[config.mk]
export PLATFORM = sky130hd
export DESIGN_NAME = ex_operand_stage
export DESIGN_NICKNAME = d
export VERILOG_FILES = /design/src/rtl/ex_operand_stage.sv
export SDC_FILE = /design/constraint.sdc
export NUM_CORES = 1
export LEC_CHECK = 0
export ABC_AREA = 1
export CORE_MARGIN = 1.5
export CORE_UTILIZATION = 48
export CTS_CLUSTER_DIAMETER = 30
export DETAILED_ROUTE_END_ITERATION = 6
export GPL_ROUTABILITY_DRIVEN = 0
export PLACE_DENSITY_LB_ADDON = 0.12
export SETUP_SLACK_MARGIN = 0.5
export SLEW_MARGIN = 0
export SYNTH_ARGS = -nofsm -noshare
export SYNTH_HDL_FRONTEND = slang
export SYNTH_SLANG_ARGS = --single-unit
[constraint.sdc]
create_clock -name clk -period 4.3 [get_ports clk]
set_clock_uncertainty 0.1 [all_clocks]
set_input_delay 0.86 -clock clk [delete_from_list [all_inputs] [get_ports clk]]
set_output_delay 0.86 -clock clk [all_outputs]
set_load 0.05 [all_outputs]
[src/rtl/ex_operand_stage.sv]
// ID/EX pipeline register with MEM/WB operand forwarding and load-use bubble insertion.
// Optional EX_STATS_EN adds the stall_count / fwd_count performance counters.
module ex_operand_stage #(
  parameter int DATA_WIDTH    = 32,
  parameter int OPCODE_LENGTH = 4,
  parameter int REG_ADDR      = 5
) (
  input  logic                     clk,
  input  logic                     reset,
  input  logic                     flush,
  input  logic                     hold,
  input  logic                     id_valid,
  output logic                     id_ready,
  input  logic [REG_ADDR-1:0]      id_rs1,
  input  logic [REG_ADDR-1:0]      id_rs2,
  input  logic [REG_ADDR-1:0]      id_rd,
  input  logic [DATA_WIDTH-1:0]    id_rs1_data,
  input  logic [DATA_WIDTH-1:0]    id_rs2_data,
  input  logic [DATA_WIDTH-1:0]    id_imm,
  input  logic                     id_alusrc,
  input  logic [OPCODE_LENGTH-1:0] id_operation,
  input  logic                     id_regwrite,
  input  logic                     id_memread,
  input  logic                     id_memwrite,
  input  logic                     mem_regwrite,
  input  logic [REG_ADDR-1:0]      mem_rd,
  input  logic [DATA_WIDTH-1:0]    mem_result,
  input  logic                     wb_regwrite,
  input  logic [REG_ADDR-1:0]      wb_rd,
  input  logic [DATA_WIDTH-1:0]    wb_result,
  output logic                     ex_valid,
  output logic [DATA_WIDTH-1:0]    SrcA,
  output logic [DATA_WIDTH-1:0]    SrcB,
  output logic [OPCODE_LENGTH-1:0] Operation,
  output logic [REG_ADDR-1:0]      ex_rd,
  output logic                     ex_regwrite,
  output logic                     ex_memread,
  output logic                     ex_memwrite,
`ifdef EX_STATS_EN
  output logic [31:0]              stall_count,
  output logic [31:0]              fwd_count,
`endif
  output logic [DATA_WIDTH-1:0]    ex_store_data
);

  logic                     valid_q, valid_d;
  logic [REG_ADDR-1:0]      rs1_q, rs1_d;
  logic [REG_ADDR-1:0]      rs2_q, rs2_d;
  logic [REG_ADDR-1:0]      rd_q, rd_d;
  logic [DATA_WIDTH-1:0]    rs1_data_q, rs1_data_d;
  logic [DATA_WIDTH-1:0]    rs2_data_q, rs2_data_d;
  logic [DATA_WIDTH-1:0]    imm_q, imm_d;
  logic                     alusrc_q, alusrc_d;
  logic [OPCODE_LENGTH-1:0] op_q, op_d;
  logic                     regwrite_q, regwrite_d;
  logic                     memread_q, memread_d;
  logic                     memwrite_q, memwrite_d;

  logic load_use;
  logic capture;
  logic kill;

  // rs2 only matters to a load-use check when it is actually read (register operand or store data).
  assign load_use = valid_q & memread_q & (rd_q != '0) & id_valid &
                    ((rd_q == id_rs1) | ((rd_q == id_rs2) & (!id_alusrc | id_memwrite)));

  assign id_ready = !hold & !load_use;
  assign capture  = !flush & !hold & !load_use & id_valid;
  assign kill     = flush | (!hold & !capture);

  always_comb begin
    valid_d    = valid_q;
    rs1_d      = rs1_q;
    rs2_d      = rs2_q;
    rd_d       = rd_q;
    rs1_data_d = rs1_data_q;
    rs2_data_d = rs2_data_q;
    imm_d      = imm_q;
    alusrc_d   = alusrc_q;
    op_d       = op_q;
    regwrite_d = regwrite_q;
    memread_d  = memread_q;
    memwrite_d = memwrite_q;
    if (kill) begin
      valid_d    = 1'b0;
      regwrite_d = 1'b0;
      memread_d  = 1'b0;
      memwrite_d = 1'b0;
    end else if (capture) begin
      valid_d    = 1'b1;
      rs1_d      = id_rs1;
      rs2_d      = id_rs2;
      rd_d       = id_rd;
      rs1_data_d = id_rs1_data;
      rs2_data_d = id_rs2_data;
      imm_d      = id_imm;
      alusrc_d   = id_alusrc;
      op_d       = id_operation;
      regwrite_d = id_regwrite;
      memread_d  = id_memread;
      memwrite_d = id_memwrite;
    end
  end

  always_ff @(posedge clk or negedge reset) begin
    if (!reset) begin
      valid_q    <= 1'b0;
      rs1_q      <= '0;
      rs2_q      <= '0;
      rd_q       <= '0;
      rs1_data_q <= '0;
      rs2_data_q <= '0;
      imm_q      <= '0;
      alusrc_q   <= 1'b0;
      op_q       <= '0;
      regwrite_q <= 1'b0;
      memread_q  <= 1'b0;
      memwrite_q <= 1'b0;
    end else begin
      valid_q    <= valid_d;
      rs1_q      <= rs1_d;
      rs2_q      <= rs2_d;
      rd_q       <= rd_d;
      rs1_data_q <= rs1_data_d;
      rs2_data_q <= rs2_data_d;
      imm_q      <= imm_d;
      alusrc_q   <= alusrc_d;
      op_q       <= op_d;
      regwrite_q <= regwrite_d;
      memread_q  <= memread_d;
      memwrite_q <= memwrite_d;
    end
  end

  logic [REG_ADDR-1:0]   src_rs  [2];
  logic [DATA_WIDTH-1:0] src_reg [2];
  logic [DATA_WIDTH-1:0] fwd_val [2];
  logic [1:0]            fwd_hit;

  assign src_rs[0]  = rs1_q;
  assign src_rs[1]  = rs2_q;
  assign src_reg[0] = rs1_data_q;
  assign src_reg[1] = rs2_data_q;

  // MEM is the younger producer, so it wins over WB; x0 is hardwired zero and never forwarded.
  generate
    for (genvar gi = 0; gi < 2; gi++) begin : g_fwd
      logic mem_hit;
      logic wb_hit;
      assign mem_hit      = mem_regwrite & (mem_rd != '0) & (mem_rd == src_rs[gi]);
      assign wb_hit       = wb_regwrite & (wb_rd != '0) & (wb_rd == src_rs[gi]);
      assign fwd_hit[gi]  = mem_hit | wb_hit;
      assign fwd_val[gi]  = mem_hit ? mem_result : (wb_hit ? wb_result : src_reg[gi]);
    end
  endgenerate

  assign ex_valid      = valid_q;
  assign SrcA          = fwd_val[0];
  assign SrcB          = alusrc_q ? imm_q : fwd_val[1];
  assign ex_store_data = fwd_val[1];
  assign Operation     = op_q;
  assign ex_rd         = rd_q;
  assign ex_regwrite   = valid_q & regwrite_q;
  assign ex_memread    = valid_q & memread_q;
  assign ex_memwrite   = valid_q & memwrite_q;

`ifdef EX_STATS_EN
  logic [31:0] stall_q, stall_d;
  logic [31:0] fwd_cnt_q, fwd_cnt_d;

  always_comb begin
    stall_d   = stall_q;
    fwd_cnt_d = fwd_cnt_q;
    if (load_use && !hold) begin
      stall_d = stall_q + 32'd1;
    end
    if (valid_q && (fwd_hit != 2'b00)) begin
      fwd_cnt_d = fwd_cnt_q + 32'd1;
    end
  end

  always_ff @(posedge clk or negedge reset) begin
    if (!reset) begin
      stall_q   <= '0;
      fwd_cnt_q <= '0;
    end else begin
      stall_q   <= stall_d;
      fwd_cnt_q <= fwd_cnt_d;
    end
  end

  assign stall_count = stall_q;
  assign fwd_count   = fwd_cnt_q;
`endif

endmodule

==> run metrics <==
# nets final=between 1,500 and 2,000; vias per inst=5.71; final WL=31,800 µm; Cell variety after synth=22; io pins=310; CP required=3340 ps; GR Overflow Total=0; Pint=3.10 mW; max cap viols=0; Clock power frac=27.3%; Syn Inst Count=~1,100; Logic pwr share=45.8%; placed insts=1,576; global-route usage over all layers=~36%; Num CTS Buffers=17; met1 usage in global routing=43.3%; Rows=46; Final Cell Area=roughly 0.012 mm²; f_max=~0.26 GHz; initial detailed-routing violation count=749; slew at the pin with the worst max-slew slack=about 1200 ps; Worst path max stage delay=530 ps; first-pass GRT wire length=46,600 µm; Yosys top cell area share=38.6%; Root Driver=clkbuf_16; final hold slack=371 ps; CP max FO=32; leading cell type in the layout, fill and taps excluded=nand2_1; Worst-path clk slew=60 ps; placed instance area=about 0.011 mm²; Net Count, Synth=1,318; register area=0.00300 mm²; synth warn=0; HPWL after DPL=20,700 µm; share of layout cells above drive strength 1=12.7%; Core ar.=approximately 0.016 mm²; die width=approximately 130 µm; post-layout util=75.7%; slowest CP cell=clkdlybuf4s50_1; clock sink count=120; Setup crit end kind=output port; busiest metal layer after global routing=met2; Initial Utilization=49.0%; WS Path Type=primary input to output port; most frequent cells in the layout=446 x nand2_1, 204 x clkdlybuf4s50_1, 133 x nand3_1; drt first pass iters=7; fin cells=1,616; Fillers=1,232; Die ar.=0.0170 mm²; Die Y=130 µm; GR met3 Demand/Resource=10.4%; Pwr Total=5.30 mW; sequential power share=27.0%; final worst slack=approximately 430 ps; largest cells by area after synthesis=dfrtp_1 39%, nand2_1 22%, nand4_1 9.6%, nand3_1 8.6%, nand3b_1 6.3%; endpoints failing setup=0; Power Density=441 mW/mm²; Area Growth Syn to Fin=54.5%; largest net degree at the start of global routing=106; HP Class=register to register; Sw Share=41.5%; CP startpoint kind=primary input; H-tree levels=4; TritonCTS clock tree=done; maximum vdd drop=0.323 mV; Port Buffers=309; Worst Path Arrival=slightly below 3000 ps; final max-slew violation count=0; pre-CTS setup slack=386 ps; RSZ-0062 raised after global routing=true; Pleak=just over 6 nW; largest area contributor in the netlist=dfrtp_1; antenna violations before repair=3; flop and latch count out of synthesis=120; post-detailed-route wirelength per cell=roughly 20 µm; CP cell instances=clkdlybuf4s50_1, nor2_1, nand2_1, o21ai_4, nand3b_1, buf_12, nand3_1, nand3_1, nand2_1, buf_6; CTS Hold Bufs=0; Final Cycle Share=90.1%; Final min period=3870 ps; Vias=~9,000; Rel. slew slack=16.9%; met2 Use GR=60.2%; status=complete, no violations; Clock Tree Buf Depth=2; final-report hold violation count=0; Multi-input gate area=0.00429 mm²; synthesized area=~0.0078 mm²; Avg Inst Size Synth=6.96 µm²; number of remaining DRC errors=0; antenna viol nets, final=0; switching power=~2.2 mW; post-synthesis sequential area ratio=38.6%; clk_lat worst skew=420 ps; setup TNS=0 ps; via count of the first global-routing pass=about 9,000
-- critical path: cells and delay by family --
family	cells	cell delay (ps)
buffers and inverters	3	930
AO/OA/AOI/OAI	1	190
AND/OR/NAND/NOR	6	900
-- cells in the mapped netlist (all sizes together) --
cell    count
nand2     454
nand3     135
dfrtp     120
nand4     119
nand3b     65
inv        47
buf        46
clkbuf     45
and2       32
nor2       23
xor2       19
xnor2       8
nor3        3
a21oi       1
o21ai       1
-- repair_timing --
action / in CTS / in global routing
pin swaps: 2 / 9
buffers inserted: 0 / 3
endpoints found under the hold margin: 0 / 0
gates resized for setup: 7 / 40
gates cloned: 0 / 3
setup endpoints to repair: 56 / 61
-- per-layer routing --
layer / up-vias / part of all wire (%)
li1: 4238 / -
met1: 4338 / 38
met2: 545 / 48
met3: 101 / 10
met4: 2 / 3.7
met5: - / 0.031
-- power by group through the flow --
| stage | Clock, mW | Combinational, mW | Sequential, mW |
|---|---|---|---|
| floorplan | 0 | 1.33 | 1.46 |
| global placement | 0 | 2.33 | 1.43 |
| detailed placement | 0 | 2.35 | 1.44 |
| CTS | 1.45 | 2.36 | 1.42 |
| global route | 1.51 | 2.56 | 1.45 |
| finish | 1.44 | 2.43 | 1.43 |
-- final timing paths --
check	start	endpoint	slack (ps)	cells after the start
max in group asynchronous	reset	rs1_data_q[21]$_DFFE_PN0P_	2810	2
worst min-delay path	rs1_data_q[4]$_DFFE_PN0P_	rs1_data_q[4]$_DFFE_PN0P_	370	2
worst max-delay path	mem_rd[2]	SrcB[0]	430	10
worst max register to register	ex_rd[1]$_DFFE_PN0P_	rs1_data_q[14]$_DFFE_PN0P_	1530	9
worst min register to register	rs1_data_q[4]$_DFFE_PN0P_	rs1_data_q[4]$_DFFE_PN0P_	370	2
min in group asynchronous	reset	Operation[2]$_DFFE_PN0P_	450	1
-- registers in the layout, indices dropped and copies added, names as in the netlist --
signal,flops
Operation,4
imm_q,32
rs1_data_q,32
rs2_data_q,32
rs2_q,5
rs1_q,5
ex_valid,1
memwrite_q,1
alusrc_q,1
regwrite_q,1
memread_q,1
ex_rd,5
-- cell families (layout without fill, tap and decap cells) --
logic type / Yosys count / count (layout) / synth area share, %
compound gates: 2 / 2 / 0.128
xor+xnor: 27 / 27 / 3.04
buf+inv: 138 / 417 / 7.67
flops: 120 / 120 / 38.6
other cells: 0 / 3 / 0
simple gates: 831 / 831 / 50.6
-- layout make-up --
| cell class | count | area share [%] |
|---|---|---|
| diodes | 3 | 0.0624 |
| clock buffers | 21 | 3.91 |
| clock inverters | 10 | 0.999 |
| inverters | 47 | 1.47 |
| multi-input cells | 860 | 35.7 |
| flip-flops and latches | 120 | 25.0 |
| well taps | 216 | 2.25 |
| repair buffers | 339 | 30.7 |
Power figures use the tool's default switching activity.
